## src/rtl/tspi_pkg.sv

```systemverilog
// -----------------------------------------------------------------------------
// tspi_pkg
// Shared definitions for the TSPI transmit path: the burst controller state
// encoding, default data/length widths, and the width helper used to size the
// wait and gap counters.
// -----------------------------------------------------------------------------
package tspi_pkg;

   typedef enum logic [2:0] {
      ST_IDLE,
      ST_REQ,
      ST_SHIFT,
      ST_GAP,
      ST_DONE
   } tspi_tx_st_t;

   localparam int TSPI_DATA_W = 8;
   localparam int TSPI_LEN_W  = 8;

   // Width of a down-counter that holds values 0 .. n-1 (at least 1 bit).
   function automatic int tspi_cnt_w(input int n);
      return (n <= 2) ? 1 : $clog2(n);
   endfunction

endpackage

```

## src/rtl/tspi_tx_wait_tmr.sv

```systemverilog
// -----------------------------------------------------------------------------
// tspi_tx_wait_tmr
// Loadable down-counter used for the data-wait timeout and the inter-word gap.
// While clr is high the counter holds LOAD. Each enabled cycle it counts down;
// tc pulses on the enabled cycle where the count is already zero, so the
// owner sees tc on its (LOAD+1)-th enabled cycle.
//
// Ports:
//   clk  in   clock
//   rst  in   asynchronous active-high reset (loads LOAD)
//   clr  in   synchronous reload, dominates en
//   en   in   count enable
//   tc   out  terminal-count pulse (combinational)
// -----------------------------------------------------------------------------
module tspi_tx_wait_tmr #(
   parameter int          CNT_W = 4,
   parameter int unsigned LOAD  = 0
) (
   input  logic clk,
   input  logic rst,
   input  logic clr,
   input  logic en,
   output logic tc
);

   localparam logic [CNT_W-1:0] LOAD_V = CNT_W'(LOAD);

   logic [CNT_W-1:0] cnt_d, cnt_q;

   always_comb begin
      cnt_d = cnt_q;
      if (clr)
         cnt_d = LOAD_V;
      else if (en && (cnt_q != '0))
         cnt_d = cnt_q - 1'b1;
   end

   always_ff @(posedge clk or posedge rst) begin
      if (rst) cnt_q <= LOAD_V;
      else     cnt_q <= cnt_d;
   end

   assign tc = en && !clr && (cnt_q == '0);

endmodule

```

## src/rtl/tspi_tx_burst_ctl.sv

```systemverilog
// -----------------------------------------------------------------------------
// tspi_tx_burst_ctl
// Multi-word TSPI transmit burst controller. Requests words from the TX source,
// hands each to the bit shifter, counts completed words against a programmable
// burst length and ends the burst on length match or on a source wait timeout.
//
// Optional feature: define TSPI_TX_GAP_EN to insert GAP_CYC idle cycles between
// words (never after the last one).
//
// Ports:
//   clk, rst           clock, asynchronous active-high reset
//   txd_en             level enable; low aborts and idles the block
//   burst_len          words per burst (0 = unlimited), sampled on IDLE exit
//   tx_dreq/tx_valid/tx_data      source request handshake
//   shift_en/shift_data/shift_cmpt shifter handshake
//   word_cnt           words completed this burst
//   txd_cmpt/underrun  burst finished / finished by timeout short of length
// -----------------------------------------------------------------------------
module tspi_tx_burst_ctl
   import tspi_pkg::*;
#(
   parameter int DATA_W   = TSPI_DATA_W,
   parameter int LEN_W    = TSPI_LEN_W,
   parameter int WAIT_CYC = 16,
   parameter int GAP_CYC  = 2
) (
   input  logic              clk,
   input  logic              rst,
   input  logic              txd_en,
   input  logic [LEN_W-1:0]  burst_len,
   output logic              tx_dreq,
   input  logic              tx_valid,
   input  logic [DATA_W-1:0] tx_data,
   output logic              shift_en,
   output logic [DATA_W-1:0] shift_data,
   input  logic              shift_cmpt,
   output logic [LEN_W-1:0]  word_cnt,
   output logic              txd_cmpt,
   output logic              underrun
);

   localparam int WAIT_W = tspi_cnt_w(WAIT_CYC);

   tspi_tx_st_t       st_d, st_q;
   logic [LEN_W-1:0]  len_d, len_q;
   logic [LEN_W-1:0]  word_cnt_d, word_cnt_q;
   logic [LEN_W-1:0]  word_nxt;
   logic              tx_dreq_d, tx_dreq_q;
   logic              shift_en_d, shift_en_q;
   logic [DATA_W-1:0] shift_data_d, shift_data_q;
   logic              txd_cmpt_d, txd_cmpt_q;
   logic              underrun_d, underrun_q;
   logic              wait_tc;

   assign word_nxt = word_cnt_q + 1'b1;

   // Wait timer is armed only while in REQ; any other state reloads it, so
   // each request starts a fresh WAIT_CYC window.
   tspi_tx_wait_tmr #(
      .CNT_W (WAIT_W),
      .LOAD  (WAIT_CYC - 1)
   ) u_wait_tmr (
      .clk (clk),
      .rst (rst),
      .clr (!txd_en || (st_q != ST_REQ)),
      .en  ((st_q == ST_REQ) && !tx_valid),
      .tc  (wait_tc)
   );

`ifdef TSPI_TX_GAP_EN
   localparam int GAP_W = (GAP_CYC < 1) ? 1 : $clog2(GAP_CYC + 1);
   logic gap_tc;

   tspi_tx_wait_tmr #(
      .CNT_W (GAP_W),
      .LOAD  ((GAP_CYC > 0) ? GAP_CYC - 1 : 0)
   ) u_gap_tmr (
      .clk (clk),
      .rst (rst),
      .clr (!txd_en || (st_q != ST_GAP)),
      .en  (st_q == ST_GAP),
      .tc  (gap_tc)
   );
`endif

   always_comb begin
      st_d         = st_q;
      len_d        = len_q;
      word_cnt_d   = word_cnt_q;
      tx_dreq_d    = tx_dreq_q;
      shift_en_d   = shift_en_q;
      shift_data_d = shift_data_q;
      txd_cmpt_d   = txd_cmpt_q;
      underrun_d   = underrun_q;

      if (!txd_en) begin
         // Enable low overrides everything: abort and clear all outputs.
         st_d         = ST_IDLE;
         len_d        = '0;
         word_cnt_d   = '0;
         tx_dreq_d    = 1'b0;
         shift_en_d   = 1'b0;
         shift_data_d = '0;
         txd_cmpt_d   = 1'b0;
         underrun_d   = 1'b0;
      end else begin
         case (st_q)
            ST_IDLE: begin
               len_d      = burst_len;
               word_cnt_d = '0;
               tx_dreq_d  = 1'b1;
               st_d       = ST_REQ;
            end
            ST_REQ: begin
               // Accept takes priority over a coincident timeout.
               if (tx_valid) begin
                  shift_data_d = tx_data;
                  tx_dreq_d    = 1'b0;
                  shift_en_d   = 1'b1;
                  st_d         = ST_SHIFT;
               end else if (wait_tc) begin
                  tx_dreq_d  = 1'b0;
                  underrun_d = (len_q != '0);
                  st_d       = ST_DONE;
               end
            end
            ST_SHIFT: begin
               if (shift_cmpt) begin
                  shift_en_d = 1'b0;
                  word_cnt_d = word_nxt;
                  if ((len_q != '0) && (word_nxt == len_q)) begin
                     st_d = ST_DONE;
                  end else begin
`ifdef TSPI_TX_GAP_EN
                     if (GAP_CYC > 0) begin
                        st_d = ST_GAP;
                     end else begin
                        tx_dreq_d = 1'b1;
                        st_d      = ST_REQ;
                     end
`else
                     tx_dreq_d = 1'b1;
                     st_d      = ST_REQ;
`endif
                  end
               end
            end
`ifdef TSPI_TX_GAP_EN
            ST_GAP: begin
               if (gap_tc) begin
                  tx_dreq_d = 1'b1;
                  st_d      = ST_REQ;
               end
            end
`endif
            ST_DONE: begin
               txd_cmpt_d = 1'b1;
            end
            default: st_d = ST_IDLE;
         endcase
      end
   end

   always_ff @(posedge clk or posedge rst) begin
      if (rst) begin
         st_q         <= ST_IDLE;
         len_q        <= '0;
         word_cnt_q   <= '0;
         tx_dreq_q    <= 1'b0;
         shift_en_q   <= 1'b0;
         shift_data_q <= '0;
         txd_cmpt_q   <= 1'b0;
         underrun_q   <= 1'b0;
      end else begin
         st_q         <= st_d;
         len_q        <= len_d;
         word_cnt_q   <= word_cnt_d;
         tx_dreq_q    <= tx_dreq_d;
         shift_en_q   <= shift_en_d;
         shift_data_q <= shift_data_d;
         txd_cmpt_q   <= txd_cmpt_d;
         underrun_q   <= underrun_d;
      end
   end

   assign tx_dreq    = tx_dreq_q;
   assign shift_en   = shift_en_q;
   assign shift_data = shift_data_q;
   assign word_cnt   = word_cnt_q;
   assign txd_cmpt   = txd_cmpt_q;
   assign underrun   = underrun_q;

endmodule
```

## config.mk

```make
export PLATFORM = sky130hd
export DESIGN_NAME = tspi_tx_burst_ctl
export DESIGN_NICKNAME = d
export VERILOG_FILES = /design/src/rtl/tspi_pkg.sv /design/src/rtl/tspi_tx_wait_tmr.sv /design/src/rtl/tspi_tx_burst_ctl.sv
export SDC_FILE = /design/constraint.sdc
export NUM_CORES = 1
export LEC_CHECK = 0
export CAP_MARGIN = 20
export CORE_MARGIN = 1.5
export CORE_UTILIZATION = 35
export DETAILED_ROUTE_END_ITERATION = 8
export PLACE_DENSITY = 0.72
export SLEW_MARGIN = 40
export SYNTH_ARGS = -nofsm -noshare
export SYNTH_HDL_FRONTEND = slang
export SYNTH_SLANG_ARGS = --single-unit
```

## constraint.sdc

```tcl
create_clock -name clk -period 1.7 [get_ports clk]
set_input_delay 0.425 -clock clk [delete_from_list [all_inputs] [get_ports clk]]
set_output_delay 0.425 -clock clk [all_outputs]
set_load 0.03 [all_outputs]
```

# [After elaboration in Yosys (flattened, before gate mapping)]
# Index checks and enable logic that the tools add are counted.
[totals] in_bits=21 regBits=35 elab_cells=82
[classes] n_reduce_logical=20 n_eq_ne=19 n_addsub=2 n_mux=32
[op_table] cell="$mux W8" n=7
[op_table] cell="$pmux W8 S2" n=1
[op_table] cell="$mux W3" n=5
[op_table] cell="$mux W1" n=14
[op_table] cell="$pmux W3 S4" n=1
[op_table] cell="$ne A2 B1 Y1 const B" n=5
[op_table] cell="$ne A3 B1 Y1 const B" n=3
[op_table] cell="$ne A3 B3 Y1 const B" n=3
[op_table] cell="$reduce_and A3 Y1" n=3
[op_table] cell="$add A8 B1 Y8 const B" n=1
[op_table] cell="$eq A8 B8 Y1" n=1
[op_table] cell="$mux W4" n=2
[op_table] cell="$reduce_bool A8 Y1" n=1
[op_table] cell="$logic_and A1 B1 Y1" n=5
[op_table] cell="$logic_not A4 Y1" n=1
[op_table] cell="$ne A2 B2 Y1 const B" n=2
[op_table] cell="$ne A4 B1 Y1 const B" n=1
[op_table] cell="$ne A4 B3 Y1 const B" n=1
[op_table] cell="$reduce_and A2 Y1" n=2
[op_table] cell="$reduce_and A4 Y1" n=1
[op_table] cell="$reduce_bool A4 Y1" n=1
[op_table] cell="$sub A4 B1 Y4 const B" n=1
[op_table] cell="$eq A3 B1 Y1 const B" n=1
[op_table] cell="$eq A3 B2 Y1 const B" n=1
[op_table] cell="7 further kinds" n=9

# [Longest topological paths before layout]
# Gate-level depths: netlist of the first run.
[depth] word_depth=9 ltp_mapped=8 mapped_depth_nobuf=7

# [By module]
# Synthesis of the first run repeated with hierarchy kept, for this count alone.
[hier_totals] cells_unflattened=187 area_unflattened_um2=1916.8
[modules_own_cells] module="tspi_tx_burst_ctl" seq_area_each_um2=775.7 n_inst=1 area_per_inst_um2=1684.1 cells_per_inst=164
[modules_own_cells] module="tspi_tx_wait_tmr" seq_area_each_um2=105.1 n_inst=1 area_per_inst_um2=232.7 cells_per_inst=23

# [Worst setup path before layout of the first run]
# Ideal clock, no wire load.
[synth_timing] path_type="register -> register" start="register word_cnt_q[0] (netlist: word_cnt[0])" end="register st_q[2]" arrival_ns=1.828 stages_incl_launch_ff=7 setup_ns=0.122 slack_ns=-0.249 n_path_buf=0 t_required_ns=1.578 period_less_slack_ns=1.949 path_cell_list="dfrtp_1 > ha_1 > and3_2 > and4_1 > o2111ai_1 > nor3_2 > a32o_1"
[synth_via] elab_chain_cells=7
[synth_rtl] item="start: declaration" line_no="tspi_tx_burst_ctl.sv:46" text="logic [LEN_W-1:0] word_cnt_d, word_cnt_q;"
[synth_rtl] item="start signal: assignment" line_no="tspi_tx_burst_ctl.sv:177" text="word_cnt_q <= word_cnt_d;"
[synth_rtl] item="$add A8 B1 Y8" line_no="tspi_tx_burst_ctl.sv:55" text="assign word_nxt = word_cnt_q + 1'b1;"
[synth_rtl] item="$eq A8 B8 Y1" line_no="tspi_tx_burst_ctl.sv:131" text="if ((len_q != '0) && (word_nxt == len_q)) begin"
[synth_rtl] item="$logic_and A1 B1 Y1" line_no="tspi_tx_burst_ctl.sv:131"
[synth_rtl] item="$mux W3" line_no="tspi_tx_burst_ctl.sv:131"
[synth_rtl] item="$mux W3" line_no="tspi_tx_burst_ctl.sv:128" text="if (shift_cmpt) begin"
[synth_rtl] item="$pmux W3 S4" line_no="tspi_tx_burst_ctl.sv:107" text="case (st_q)"
[synth_rtl] item="$mux W3" line_no="tspi_tx_burst_ctl.sv:96" text="if (!txd_en) begin"
[synth_rtl] item="end signal: assignment" line_no="tspi_tx_burst_ctl.sv:175" text="st_q <= st_d;"
[synth_rtl] item="end: declaration" line_no="tspi_tx_burst_ctl.sv:44" text="tspi_tx_st_t st_d, st_q;"
# Every way passes these cells. The select of a mux whose other input is x is not followed.
# A chain may end at the register's enable or synchronous reset.

# [Worst setup path after layout of the first run]
[layout_timing] start="register word_cnt_q[1] (netlist: word_cnt[1])" end="register st_q[0]"
# Same word-level chain as after synthesis.

==> results of run 1 <==
[metal layers]
layer  up-vias  track usage [%]  wire length (um)
li1        832                -                 -
met1       803             23.2              2100
met2        43             26.3              2120
met3         5             4.19               250
met4         0             5.37                48
met5         -                0                 0
[worst max path at each step]
stage | start | endpoint | slack, ns | cells after the start
final | word_cnt[1] | st_q[0] | 0.02 | 6
after global routing | word_cnt[1] | st_q[0] | -0.06 | 6
after CTS | u_wait_tmr.cnt_q[0] | st_q[0] | 0.008 | 7
after detailed placement | shift_cmpt | word_cnt[7] | -0.09 | 5
after global placement | shift_cmpt | word_cnt[7] | -0.07 | 5
after floorplan | word_cnt[0] | st_q[0] | -0.03 | 6
[cells in the final DEF, fill, tap and decap left out, types with 5 or more instances in the layout]
cell             synthesis  routed
a21oi_1                 14      12
inv_1                   10       8
o21ai_0                 11      11
clkbuf_8                 0       5
xor2_1                   6       6
nor2_1                  20      20
dlygate4sd2_1            0      20
dfrtp_1                 31      26
nand2_1                 36      36
buf_4                    1      26
dfrtp_2                  0       5
mux2i_1                 11      11
clkdlybuf4s50_1          0      20
[cell usage after synthesis (3+ instances only)]
| master | number | share of area, % |
|---|---|---|
| dfrtp_1 | 31 | 41 |
| mux2i_1 | 11 | 5.8 |
| nand2b_1 | 4 | 1.3 |
| and3_1 | 4 | 1.3 |
| nor4_1 | 3 | 0.99 |
| nand3_1 | 4 | 1.1 |
| clkbuf_1 | 7 | 1.4 |
| inv_1 | 10 | 2.0 |
| nand2_1 | 36 | 7.1 |
| xor2_1 | 6 | 2.8 |
| xnor2_1 | 4 | 1.9 |
| dfstp_2 | 4 | 5.6 |
| nor2_1 | 20 | 4.0 |
| a21oi_1 | 14 | 3.7 |
| o21ai_0 | 11 | 2.9 |
[state kept, by name (all words and copies together), names as in the netlist]
name              flops
len_q                 8
shift_data            8
word_cnt              8
u_wait_tmr.cnt_q      4
st_q                  3
shift_en              1
tx_dreq               1
txd_cmpt              1
underrun              1
[critical path, delay by kind of cell, from the launching register on]
kind,cells,cell delay [ns]
flops,1,0.45
fa+ha+maj,1,0.18
compound gates,2,0.45
simple gates,3,0.48
[logic make-up after synthesis]
kind of cell	after synthesis	synth area share, %
buf+inv	19	4.04
simple gates	84	21.8
fa+ha+maj	2	1.32
compound gates	43	15.8
xor+xnor	10	4.63
mux	11	5.82
flops	35	46.6
[repair_timing]
item,CTS,global route
endpoints found under the setup margin,20,4
pin swaps,0,1
setup buffers,0,1
resized for setup,20,3
[area by class of cell]
type | count | area, um2
multi-input combinational | 150 | 1010
fill | 488 | 2430
tap | 70 | 87.6
clock inverter | 2 | 60.1
clock buffer | 6 | 72.6
timing repair buffer | 67 | 591
inverter | 10 | 37.5
sequential | 35 | 887
[metrics by stage]
stage	cells	setup slack (ns)	power, uW	hold slack [ns]
after floorplan	204	-0.0267	1130	0.491
after global routing	340	-0.0615	2260	0.543
final	340	0.0179	2170	0.470
after global placement	331	-0.0659	1280	0.505
after detailed placement	331	-0.0853	1290	0.521
after CTS	339	0.00831	2180	0.474
[power breakdown]
group / switching [uW] / internal [uW]
Sequential: 31.7 / 870
Combinational: 194 / 173
Clock: 311 / 586
==> results.md, run 1 <==
- Total GRT Usage: between 15 and 20%
- Worst Max-Slew Pin Slew: roughly 0.34 ns
- Syn nets: about 230
- Cells after Synth: 204
- Distinct cells, synth: 44
- Min cycle time layout: 1.68 ns
- #FFs+latches synth: 35
- End-of-flow core utilization: a little over half
- Layout Skew: between 0.0015 and 0.002 ns
- R2R depth: 6
- R2R setup slack: about 0.018 ns
- Nets: just under 300
- Post-synth ARST share: between 90% and 100%
- Antenna fix cells: 0
- Root Driver: clkbuf_8
- Initial Utilization: a little over a third
- Initial antenna violation count: 0
- Routed len/inst: approximately 13 um
- H-tree depth: 2
- Chip width: between 70 and 80 um
- I/O Pins: 41
- Clk slew on worst S/H paths: roughly 0.070 ns
- First-pass GRT wire length: 7.92 mm
- Final setup viols: 0
- CP most frequent cell: nor4_2
- Max Clk Rate: roughly 590 MHz
- Hpwl dp: between 3 and 4 mm
- R2r startpoint: word_cnt[1]
- Max-cap violation count: 0
- Cts hold-fix bufs: 0
- Period utilisation layout: between 90% and 100%
- Largest net degree at the start of global routing: 36
- Post-route cell area: 2750 um2
- Rel. slew slack: just under 80%
- Critical-path cell list: ha_4, nand2b_4, o211a_1, o32a_1, nor4_2, nor4_2
- RSZ-0062 raised after global routing: true
- Arrival @ worst endpoint: roughly 1.9 ns
- Hold WC Path Type: primary input to asynchronous set/reset pin
- Clock Sinks: 35
- Synth-to-layout area growth: 45.3%
- Routed WL: roughly 4.5 mm
- Pleak: 0.00131 uW
- Drt initial violations: 91
- Slowest-stage cell, CP: dfrtp_2
- Routed vias/inst: approximately 5.0
- Die area: around 5900 um2
- VDD IR max: roughly 0.44 mV
- EDFF count, synth: 0
- DRC Markers: 0
- Pins Over Slew Limit: 0
- Status: complete, no violations
- Clk Latency, worst-skew pair: 0.29 ns
- Delay of the slowest critical-path stage: around 0.45 ns
- Vias in the first global route: approximately 1600
- CP endpoint kind: flop
- Share of post-route cells with drive strength above 1: a little under a quarter
- GP Congestion: 0.809
- Top_reg_cell synth: dfrtp_1
- CTS tree: built
- Setup crit start kind: flop
- IO buf count: 40
- Pwr dens: ~800 nW/um2
- GRT overflow: 0
- Final hold vios: 0
- Placeable Area: roughly 5200 um2
- R2r endpoint: st_q[0]
- Setup_tns: 0 ns
- Die H: 76.5 um
- YS warnings: 0
- Via count: between 1500 and 2000
- Num CTS Buffers: 5
- CTS max path bufs: 2
- Crit-path max FO: 4
- Placed Instance Area: ~2600 um2
- Average cell area after synthesis: slightly above 9 um2
- Mapped Area: around 1900 um2
- Worst EP required: around 1.9 ns
- Placement row count: 26
- Setup CP Type: flop to flop
- Post-synthesis sequential area ratio: a little under half
- DR pass1 iterations: 5
- Antenna-violating nets left: 0
Power figures use the tool's default switching activity.
==> run 2: changes to the inputs <==
--- a/config.mk
+++ b/config.mk
@@ -8,6 +8,7 @@
 export CAP_MARGIN = 20
 export CORE_MARGIN = 1.5
 export CORE_UTILIZATION = 35
+export CTS_CLUSTER_DIAMETER = 80
 export DETAILED_ROUTE_END_ITERATION = 8
 export PLACE_DENSITY = 0.72
 export SLEW_MARGIN = 40
==> results of run 2 <==
Same layout as run 1: the final DEF is identical, and so are final timing and power.
